<file path="config.mk">
export PLATFORM = sky130hd
export DESIGN_NAME = seg7_scan_ctrl
export DESIGN_NICKNAME = d
export VERILOG_FILES = /design/src/rtl/seg7_pkg.sv /design/src/rtl/seg7_hex_decode.sv /design/src/rtl/seg7_scan_ctrl.sv
export SDC_FILE = /design/constraint.sdc
export NUM_CORES = 1
export LEC_CHECK = 0
export ABC_AREA = 1
export BUFFER_PORTS_ARGS = -buffer_cell sky130_fd_sc_hd__buf_4
export CORE_MARGIN = 10
export CORE_UTILIZATION = 40
export CTS_CLUSTER_SIZE = 25
export DETAILED_ROUTE_END_ITERATION = 12
export PLACE_DENSITY_LB_ADDON = 0.25
export SKIP_LAST_GASP = 1
export SYNTH_ARGS = -nofsm -noshare
export SYNTH_HDL_FRONTEND = slang
export SYNTH_SLANG_ARGS = --single-unit
</file>
<file path="constraint.sdc">
create_clock -name wb_clk_i -period 3.9 [get_ports wb_clk_i]
set_clock_uncertainty 0.1 [all_clocks]
set_input_delay 0.195 -clock wb_clk_i [delete_from_list [all_inputs] [get_ports wb_clk_i]]
set_output_delay 0.195 -clock wb_clk_i [all_outputs]
set_load 0.005 [all_outputs]
</file>
<file path="src/rtl/seg7_pkg.sv">
// Shared constants for the multiplexed 7-segment controller: register map,
// CTRL bit positions and the hex-to-segment table.
package seg7_pkg;

  // Word offsets (wbs_adr_i[7:2])
  localparam logic [5:0] REG_CTRL     = 6'h00;
  localparam logic [5:0] REG_PRESCALE = 6'h01;
  localparam logic [5:0] REG_BRIGHT   = 6'h02;
  localparam logic [5:0] REG_STATUS   = 6'h03;
  localparam logic [5:0] REG_DIGIT0   = 6'h04;

  localparam int CTRL_EN     = 0;
  localparam int CTRL_INV    = 1;
  localparam int CTRL_RAW    = 2;
  localparam int CTRL_IRQ_EN = 3;

  // Segment order {g,f,e,d,c,b,a}, logical 1 = segment lit
  localparam logic [6:0] HEX_SEG [16] = '{
    7'h3F, 7'h06, 7'h5B, 7'h4F, 7'h66, 7'h6D, 7'h7D, 7'h07,
    7'h7F, 7'h6F, 7'h77, 7'h7C, 7'h39, 7'h5E, 7'h79, 7'h71
  };

  // Merge a Wishbone write into the current register image, byte by byte.
  function automatic logic [31:0] apply_sel(input logic [31:0] cur,
                                            input logic [31:0] wdat,
                                            input logic [3:0]  sel);
    logic [31:0] res;
    res = cur;
    for (int b = 0; b < 4; b++) begin
      if (sel[b]) res[8*b +: 8] = wdat[8*b +: 8];
    end
    return res;
  endfunction

endpackage

</file>
<file path="src/rtl/seg7_hex_decode.sv">
// Combinational nibble to 7-segment pattern (logical polarity, 1 = lit).
module seg7_hex_decode
  import seg7_pkg::*;
(
  input  logic [3:0] nibble,
  output logic [6:0] seg
);

  assign seg = HEX_SEG[nibble];

endmodule

</file>
<file path="src/rtl/seg7_scan_ctrl.sv">
// Time-multiplexed NUM_DIGITS 7-segment controller with a Wishbone register
// file, PWM brightness, hex/raw modes, runtime polarity and frame interrupt.
module seg7_scan_ctrl
  import seg7_pkg::*;
#(
  parameter int          NUM_DIGITS = 4,
  parameter int          PRESCALE_W = 16,
  parameter logic [31:0] BASE_ADDR  = 32'h3000_0000
) (
  input  logic                  wb_clk_i,
  input  logic                  wb_rst_i,
  input  logic                  wbs_cyc_i,
  input  logic                  wbs_stb_i,
  input  logic                  wbs_we_i,
  input  logic [3:0]            wbs_sel_i,
  input  logic [31:0]           wbs_adr_i,
  input  logic [31:0]           wbs_dat_i,
  output logic [31:0]           wbs_dat_o,
  output logic                  wbs_ack_o,
  input  logic                  pol_in,
  output logic [7:0]            seg_out,
  output logic [7:0]            seg_oeb,
  output logic [NUM_DIGITS-1:0] dig_out,
  output logic [NUM_DIGITS-1:0] dig_oeb,
  output logic                  irq
);

  localparam logic [2:0] LAST_IDX = 3'(NUM_DIGITS - 1);

  logic [3:0]            ctrl;
  logic [PRESCALE_W-1:0] prescale;
  logic [PRESCALE_W-1:0] bright;
  logic [7:0]            digit [NUM_DIGITS];

  logic [PRESCALE_W-1:0] cnt;
  logic [2:0]            idx;
  logic [7:0]            frame_cnt;
  logic                  pol_meta;
  logic                  pol_sync;

  logic        en;
  logic [5:0]  word;
  logic        hit;
  logic        req;
  logic [31:0] rd_data;
  logic [31:0] wr_word;

  assign en   = ctrl[CTRL_EN];
  assign word = wbs_adr_i[7:2];
  assign hit  = (wbs_adr_i[31:8] == BASE_ADDR[31:8]);
  // A new request is only taken while ack is low, so transfers pair up.
  assign req  = wbs_cyc_i && wbs_stb_i && hit && !wbs_ack_o;

  // NOTE: every combinational output gets a default first so no latch is inferred.
  always_comb begin
    rd_data = '0;
    case (word)
      REG_CTRL:     rd_data = {28'h0, ctrl};
      REG_PRESCALE: rd_data = 32'(prescale);
      REG_BRIGHT:   rd_data = 32'(bright);
      REG_STATUS:   rd_data = {16'h0, frame_cnt, 5'h0, idx};
      default: begin
        for (int i = 0; i < NUM_DIGITS; i++) begin
          if (word == REG_DIGIT0 + 6'(i)) rd_data = {24'h0, digit[i]};
        end
      end
    endcase
  end

  // The current value of the addressed register is the base for byte merging.
  assign wr_word = apply_sel(rd_data, wbs_dat_i, wbs_sel_i);

  logic unused_bits;
  assign unused_bits = &{1'b0, wbs_adr_i[1:0], wr_word};

  // NOTE: sequential state uses non-blocking assignments only, so every flop
  // samples pre-edge values regardless of block ordering.
  always_ff @(posedge wb_clk_i or negedge wb_rst_i) begin
    if (!wb_rst_i) begin
      wbs_ack_o <= 1'b0;
      wbs_dat_o <= '0;
    end else begin
      wbs_ack_o <= req;
      wbs_dat_o <= (req && !wbs_we_i) ? rd_data : '0;
    end
  end

  // NOTE: the digit store is a handful of flops that must read 0 after reset,
  // so it is reset like any other register rather than treated as a RAM.
  always_ff @(posedge wb_clk_i or negedge wb_rst_i) begin
    if (!wb_rst_i) begin
      ctrl     <= '0;
      prescale <= '0;
      bright   <= '0;
      for (int i = 0; i < NUM_DIGITS; i++) digit[i] <= '0;
    end else if (req && wbs_we_i) begin
      case (word)
        REG_CTRL:     ctrl     <= wr_word[3:0];
        REG_PRESCALE: prescale <= wr_word[PRESCALE_W-1:0];
        REG_BRIGHT:   bright   <= wr_word[PRESCALE_W-1:0];
        default: begin
          for (int i = 0; i < NUM_DIGITS; i++) begin
            if (word == REG_DIGIT0 + 6'(i)) digit[i] <= wr_word[7:0];
          end
        end
      endcase
    end
  end

  always_ff @(posedge wb_clk_i or negedge wb_rst_i) begin
    if (!wb_rst_i) begin
      pol_meta <= 1'b0;
      pol_sync <= 1'b0;
    end else begin
      pol_meta <= pol_in;
      pol_sync <= pol_meta;
    end
  end

  logic slot_end;
  logic frame_end;

  // >= rather than == so shrinking PRESCALE mid-slot still ends the slot.
  assign slot_end  = (cnt >= prescale);
  assign frame_end = slot_end && (idx == LAST_IDX);

  always_ff @(posedge wb_clk_i or negedge wb_rst_i) begin
    if (!wb_rst_i) begin
      cnt       <= '0;
      idx       <= '0;
      frame_cnt <= '0;
      irq       <= 1'b0;
    end else begin
      irq <= en && ctrl[CTRL_IRQ_EN] && frame_end;
      if (!en) begin
        cnt <= '0;
        idx <= '0;
      end else if (slot_end) begin
        cnt <= '0;
        if (frame_end) begin
          idx       <= '0;
          frame_cnt <= frame_cnt + 8'd1;
        end else begin
          idx <= idx + 3'd1;
        end
      end else begin
        cnt <= cnt + PRESCALE_W'(1);
      end
    end
  end

  logic [7:0]            cur_digit;
  logic [6:0]            hex_seg;
  logic [NUM_DIGITS-1:0] dig_sel;
  logic                  lit;
  logic                  act;
  logic [7:0]            pattern;

  always_comb begin
    cur_digit = '0;
    dig_sel   = '0;
    for (int i = 0; i < NUM_DIGITS; i++) begin
      if (idx == 3'(i)) begin
        cur_digit  = digit[i];
        dig_sel[i] = 1'b1;
      end
    end
  end

  seg7_hex_decode u_hex (
    .nibble (cur_digit[3:0]),
    .seg    (hex_seg)
  );

  assign lit     = en && (cnt < bright);
  assign act     = pol_sync ^ ctrl[CTRL_INV];
  assign pattern = lit ? {cur_digit[7], ctrl[CTRL_RAW] ? cur_digit[6:0] : hex_seg}
                       : 8'h00;

  // Reset level 8'hFF is the inactive level for the post-reset polarity (act = 0).
  always_ff @(posedge wb_clk_i or negedge wb_rst_i) begin
    if (!wb_rst_i) begin
      seg_out <= 8'hFF;
      dig_out <= '0;
      seg_oeb <= 8'hFF;
      dig_oeb <= '1;
    end else begin
      seg_out <= act ? pattern : ~pattern;
      dig_out <= lit ? dig_sel : '0;
      seg_oeb <= {8{~en}};
      dig_oeb <= {NUM_DIGITS{~en}};
    end
  end

endmodule

</file>
; ---- Yosys cells after proc, flatten, opt, wreduce, memory -nomap -nowiden
; Memory sizes are Yosys's and may differ from the RTL's.
; Index checks and enable logic that the tools add are counted.
[totals]
output_inout_bits = 58
input_bits = 74
mem_bits_ro = 112
mem_count = 1
regBits = 145
[op_classes]
reduce_logical = 22
magnitude_cmp = 3
addsub = 3
muxes = 27
n_eq_ne = 12
bitwise = 5
[mem_list]
columns = name, depth, width, read_ports, rd_clocked_by_memory_dff, wr, line
row1 = (no name shown), 16, 7, 1, 0, 0, seg7_hex_decode.sv:9  ; assign seg = HEX_SEG[nibble];
[ops]
columns = cell, n
row1 = 2-to-1 mux 32 bit, 4
row2 = case mux 32 bit (4 select lines), 1
row3 = 2-to-1 mux 8 bit, 9
row4 = 2-to-1 mux 16 bit, 2
row5 = equality test 24 x 22 -> 1 bit (second input constant), 1
row6 = equality test 6 x 3 -> 1 bit (second input constant), 4
row7 = 2-to-1 mux 7 bit, 3
row8 = adder 16 x 1 -> 16 bit (second input constant), 1
row9 = greater-or-equal comparator 16 bit, 1
row10 = less-than comparator 16 bit, 1
row11 = AND reduction 3 bit, 5
row12 = equality test 6 x 2 -> 1 bit (second input constant), 2
row13 = logical AND 1 bit, 9
row14 = 2-to-1 mux 3 bit, 3
row15 = adder 8 x 1 -> 8 bit (second input constant), 1
row16 = NOT 8 bit, 1
row17 = equality test 3 x 2 -> 1 bit (second input constant), 2
row18 = equality test 6 x 1 -> 1 bit (second input constant), 1
row19 = zero test 6 bit, 1
row20 = AND reduction 2 bit, 3
row21 = greater-or-equal comparator 5 bit (second input constant), 1
row22 = NOT 4 -> 5 bit, 1
row23 = 2-to-1 mux 1 bit, 4
row24 = 2-to-1 mux 4 bit, 1
row25 = 8 further kinds, 10

; ---- Depth between registers and ports, before layout
[depth]
word_depth = 13
depth_mapped = 19
mapped_depth_nobuf = 19

; ---- Cells and area by module
; From an unflattened synthesis, not the netlist that was laid out.
[hier_totals]
cells_unflattened = 1086
area_unflattened_um2 = 8017.7
[modules_own_cells]
columns = module, area_per_inst_um2, n_inst, seq_area_each_um2, cells_per_inst
row1 = seg7_scan_ctrl, 7747.4, 1, 3214.3, 1034
row2 = seg7_hex_decode, 270.3, 1, 0.0, 52

; ---- Worst setup path before layout
; Ideal clock, no wire load.
[synth_path]
path_type = register -> register
startpoint = register idx[1]
endpoint = register seg_out[3]
arrival_ps = 2057
synth_period_minus_slack_ps = 2233
stages_incl_launch_ff = 19
setup_time_ps = 77
slack_ps = 1667
t_required_ps = 3723
cell_sequence = dfrtp_1 inv_1 ha_1 inv_1 nor2_2 nand2_1 nand3_1 nand2_1 nand2_1 inv_1 ha_1 inv_1 nand4_1 nand2_1 nand2_1 nand3_1 nand2_1 nand2_1 nand2_1
[synth_between]
elab_chain_cells = 13
word_cells_on_any_way = 16
classes_between = 3 x eq/ne / 9 x mux / 2 x bitwise / 1 x reduce/logical / 1 x memory
[synth_rtl]
columns = item, line
row1 = from (decl), seg7_scan_ctrl.sv:36  ; logic [2:0] idx;
row2 = from (signal assigned), seg7_scan_ctrl.sv:144  ; idx <= idx + 3'd1;
row3 = zero test 3 bit, seg7_scan_ctrl.sv:163  ; if (idx == 3'(i)) begin
row4 = 2-to-1 mux 8 bit (3 in a row), seg7_scan_ctrl.sv:163
row5 = 2-to-1 mux 8 bit *, seg7_scan_ctrl.sv:163
row6 = NOT 4 -> 5 bit (not written as such), seg7_hex_decode.sv:9
row7 = memory read (16 x 7 bit), n/a
row8 = 2-to-1 mux 7 bit (not written as such) (2 in a row), seg7_hex_decode.sv:9
row9 = 2-to-1 mux 7 bit *, seg7_scan_ctrl.sv:177  ; assign pattern = lit ? {cur_digit[7], ctrl[CTRL_RAW] ? cur_digit[6:0] : hex_seg}
row10 = 2-to-1 mux 8 bit *, seg7_scan_ctrl.sv:177
row11 = NOT 8 bit, seg7_scan_ctrl.sv:188  ; seg_out <= act ? pattern : ~pattern;
row12 = 2-to-1 mux 8 bit *, seg7_scan_ctrl.sv:188
row13 = to (signal assigned), seg7_scan_ctrl.sv:188
row14 = to (decl), seg7_scan_ctrl.sv:21  ; output logic [7:0] seg_out,
; Every way passes the cells marked *; elsewhere a longest branch is shown, timed or not. The select of a mux whose other input is x is not followed.
; A chain may end at the register's enable or synchronous reset.

; ---- Worst setup path after layout
; Same ends and word-level chain as after synthesis.

==> impl_metrics.csv <==
group,metric,value,unit
final_layout,num-fill-cells,1915,
final_layout,area_of_combinational_cells_with_multiple_inputs,3801,µm²
pwr,p_sw_share,22.93,%
yosys,synth-xor-area-share,1.695,%
route,route.antenna.remaining_nets,0,
yosys,synthDominantCellAreaShare,38.43,%
yosys,ys_seq_elements,128,
cts,cts_htree_levels,4,
timing,grt_setup_unrepaired,"no",
timing,sum_of_negative_setup_slack,0,ns
yosys,synth_top_area_cell,"sky130_fd_sc_hd__dfrtp_1",
grt,globalRouteMet3Util,3.718,%
cts,cts_root_buffer,"sky130_fd_sc_hd__clkbuf_16",
critical_path,r2r_setup_slack,1.19,ns
pwr,cellPowerDensity,350.4,nW/µm²
timing,timing_worst_slew_pin_value,0.8564,ns
floorplan,placementRows,50,
yosys,synth_compound_area_share,8.526,%
yosys,syn-instance-count,996,
pwr,combPwrFrac,4.7,%
yosys,ys.flop_type,"sky130_fd_sc_hd__dfrtp_1",
critical_path,worst_ep_required_time,4.16,ns
floorplan,die_area,25340,µm²
critical_path,cp.depth,18,
critical_path,critical_path_class,"register to register",
placed_design,post_dp_hpwl,16450,µm
yosys,yosys_warnings,0,
critical_path,reg_to_reg_critical_path_endpoint,"seg_out[3]",
critical_path,timing.critical_path.arrival,2.97,ns
timing,final-setup-viol-count,0,
floorplan,top_level_ports,132,
pwr,seqPwrFrac,41.4,%
pwr,net-switching-power,0.7417,mW
route,first_pass_iters,7,
min_path,hold_path.class,"input pin to register",
yosys,synth.yosys.seq_area_share,41.48,%
timing,final.min_clock_period,2.711,ns
critical_path,slowest_library_cell_on_the_worst_path,"sky130_fd_sc_hd__dfrtp_1",
timing,timing.final.max_slew_violations,0,
critical_path,path_cells,"inv_1, ha_1, inv_1, nor2_2, nand2_1, nand3_1, nand2_1, nand2_1, inv_1, ha_1, inv_1, nand4_1, nand2_1, nand2_1, nand3_1, nand2_1, nand2_1, nand2_1",
critical_path,cpPeakStageDelay,0.40,ns
critical_path,worstSetupEndpoint,"seg_out[3]",
floorplan,start_util,41.01,%
timing,fmax,368.8,MHz
timing,final_cycle_utilization_of_the_critical_path,69.52,%
final_layout,fin_nets,1202,
critical_path,end_kind,"register",
yosys,synth.area.top_cells,"sky130_fd_sc_hd__dfrtp_1 (38%), sky130_fd_sc_hd__nand2_1 (14%), sky130_fd_sc_hd__ha_1 (7.1%)",
floorplan,fp.coreArea,18890,µm²
route,wire_length_after_detailed_routing,21580,µm
flow_run,max_cap_viol_count,0,
grt,most_used_routing_layer_in_global_routing,"met2",
yosys,syn-cell-area,7749,µm²
yosys,async_flop_share,100.0,%
route,dr.first_iter.drc_count,409,
critical_path,r2r_cells,18,
cts,clkSinkCount,128,
final_layout,layout.cells.most_common_list,"sky130_fd_sc_hd__nand2_1 (281), sky130_fd_sc_hd__dfrtp_1 (119), sky130_fd_sc_hd__inv_1 (108), sky130_fd_sc_hd__buf_4 (97), sky130_fd_sc_hd__nand3_1 (91)",
grt,globalRouteTotalUtil,16.99,%
critical_path,crit_buf_inv,4,
final_layout,drive_gt1_share,16.77,%
yosys,postSynthAreaPerCell,7.780,µm²
final_layout,syn2layout_area_growth,19.13,%
grt,global_route.overflow_total,0,
cts,clk_pin_slew,0.06,ns
floorplan,die_height,159.2,µm
yosys,adder_and_majority_gate_portion_of_the_synthesized_area,7.105,%
floorplan,fp.dieW,159.2,µm
critical_path,setup.worst_path.start_class,"register",
pwr,clkPwrFrac,53.9,%
yosys,post_synth_and_or_nand_nor_area_fraction,30.95,%
yosys,synth_mux_area_share,0,%
final_layout,most_common_cell_after_layout_fill_and_taps_aside,"sky130_fd_sc_hd__nand2_1",
critical_path,critPathMostFrequentCell,"sky130_fd_sc_hd__nand2_1",
grt,initial_antenna_violation_count,0,
placed_design,gp_congestion,0.9268,
yosys,synth_cell_type_count,46,
critical_path,timing.rr.start,"idx[1]",
grt,first_pass_grt_wire_length,34880,µm
cts,post_cts_resize_count,0,
pwr,vdd_ir_drop_max,0.2831,mV
critical_path,largest_driver_fanout_on_the_critical_path,6,
cts,tritoncts_clock_tree,"yes",
grt,grt_util_met2,27.59,%
placed_design,port-buffer-count,95,
outcome,result_of_the_run,"completed",
route,route.detailed.drc,0,
route,routed_wire_length_per_instance,15.90,µm
grt,grt_max_degree,87,
critical_path,crit_path_start,"idx[1]",
final_layout,seq_area,3214,µm²
cts,numCtsBuffers,17,
timing,slew_headroom,42.91,%
cts,clk_latency,0.43,ns
grt,first_global_vias,6564,
timing,hold_viol,0,
route,total_number_of_vias,6780,
pwr,cellLeakagePower,4.594,nW
route,number_of_vias_per_cell_after_detailed_routing,4.996,
critical_path,cpLargestDelayFamily,"simple AND/OR/NAND/NOR gates",
yosys,synth-edff-count,0,
pwr,cellInternalPower,2.493,mW
final_layout,n_antenna_cell,0,
cts,cts_buffer_depth,2,
pwr,report.power.total,3.235,mW
yosys,largest_family_of_logic_cells_by_synthesized_area,"simple AND/OR/NAND/NOR gates",
grt,globalRouteMet1Util,21.87,%
## cells by family after synthesis
group | count (synthesis)
buffers and inverters | 170
AND/OR/NAND/NOR | 523
adder cells (fa/ha/maj) | 44
XOR/XNOR | 15
flip-flops | 128
other | 1
AO/OA/AOI/OAI | 115
## worst min-delay path by stage
stage | slack (ns) | from | cells past startpoint | endpoint
finish | 0.008 | wbs_dat_i[8] | 5 | prescale[8]
global route | 0.02 | wbs_dat_i[11] | 5 | bright[11]
CTS | 0.0005 | wbs_dat_i[8] | 5 | prescale[8]
detailed placement | 0.21 | pol_in | 1 | pol_meta
global placement | 0.21 | wb_rst_i | 1 | bright[8]
floorplan | -0.20 | wb_rst_i | 0 | bright[0]
## timing repair
item / 4_1_cts / 5_1_grt
endpoints found under the setup margin: 0 / 0
buffers inserted: 0 / 0
endpoints found under the hold margin: 83 / 0
hold buffers: 6 / 0
## registers in the layout, summed over array words and instances (netlist names)
signal,count
digit,32
bright,16
cnt,16
prescale,16
wbs_dat_o,16
frame_cnt,8
seg_out,8
ctrl,4
dig_out,4
idx,3
irq,1
pol_meta,1
pol_sync,1
seg_oeb,1
wbs_ack_o,1
## power by group through the flow
stage / Clock (mW) / Combinational, mW / Sequential (mW)
4_1_cts: 1.77 / 0.153 / 1.34
5_1_grt: 1.83 / 0.169 / 1.34
3_3_place_gp: 0 / 0.148 / 1.36
2_1_floorplan: 0 / 0.0636 / 1.36
6_report: 1.74 / 0.152 / 1.34
3_5_place_dp: 0 / 0.149 / 1.36
## tightest hold or removal path: cells and delay by family
family	cells	cell delay [ns]
buffers and inverters	1	0.08
AOI/OAI and AO/OA	1	0.06
and+or+nand+nor	3	0.16
## cells in the mapped netlist, types with 3 or more instances
master,count
sky130_fd_sc_hd__xor2_1,9
sky130_fd_sc_hd__o21ai_1,22
sky130_fd_sc_hd__o211ai_1,5
sky130_fd_sc_hd__o21bai_1,4
sky130_fd_sc_hd__nand3_1,91
sky130_fd_sc_hd__or2_2,8
sky130_fd_sc_hd__nand4_1,22
sky130_fd_sc_hd__buf_1,5
sky130_fd_sc_hd__a31oi_1,8
sky130_fd_sc_hd__o211a_1,3
sky130_fd_sc_hd__buf_6,5
sky130_fd_sc_hd__nor2_2,5
sky130_fd_sc_hd__buf_2,7
sky130_fd_sc_hd__nor4_1,5
sky130_fd_sc_hd__a21oi_1,25
sky130_fd_sc_hd__ha_1,44
sky130_fd_sc_hd__nor2_4,5
sky130_fd_sc_hd__nor2_8,5
sky130_fd_sc_hd__clkbuf_1,5
sky130_fd_sc_hd__inv_2,11
sky130_fd_sc_hd__nand3_2,4
sky130_fd_sc_hd__dfrtp_1,119
sky130_fd_sc_hd__o22ai_1,7
sky130_fd_sc_hd__nor3b_1,3
sky130_fd_sc_hd__xnor2_1,6
sky130_fd_sc_hd__buf_4,28
sky130_fd_sc_hd__a22oi_1,5
sky130_fd_sc_hd__nor3_1,10
sky130_fd_sc_hd__o21ai_0,31
sky130_fd_sc_hd__inv_1,108
sky130_fd_sc_hd__nand2_1,281
sky130_fd_sc_hd__nor2_1,74
sky130_fd_sc_hd__dfstp_2,9
## layout make-up
type,count,area share [%]
multi-input combinational,713,41.18
sequential,128,34.82
timing repair buffer,104,8.661
inverter,120,4.879
clock buffer,18,4.757
tap,260,3.524
clock inverter,14,2.182
## layer usage
metal | vias up | routed length, µm
li1 | 3384 | -
met3 | 30 | 1294
met2 | 184 | 10230
met4 | 0 | 370
met5 | - | 0
met1 | 3182 | 9677
## stage by stage
stage                     worst slack (ns)  area [µm²]  instances  hold slack, ns  util [%]
after floorplan                      1.667        7805       1011         -0.2006         -
after detailed placement             1.210        8531       1319          0.2078     45.15
after global routing                0.8254        9231       1357         0.02327     48.86
after CTS                            1.208        9231       1357       0.0004960     48.86
after global placement               1.223        8531       1319          0.2052     45.15
final                                1.189        9231       1357        0.008141     48.86
Power figures use the tool's default switching activity.
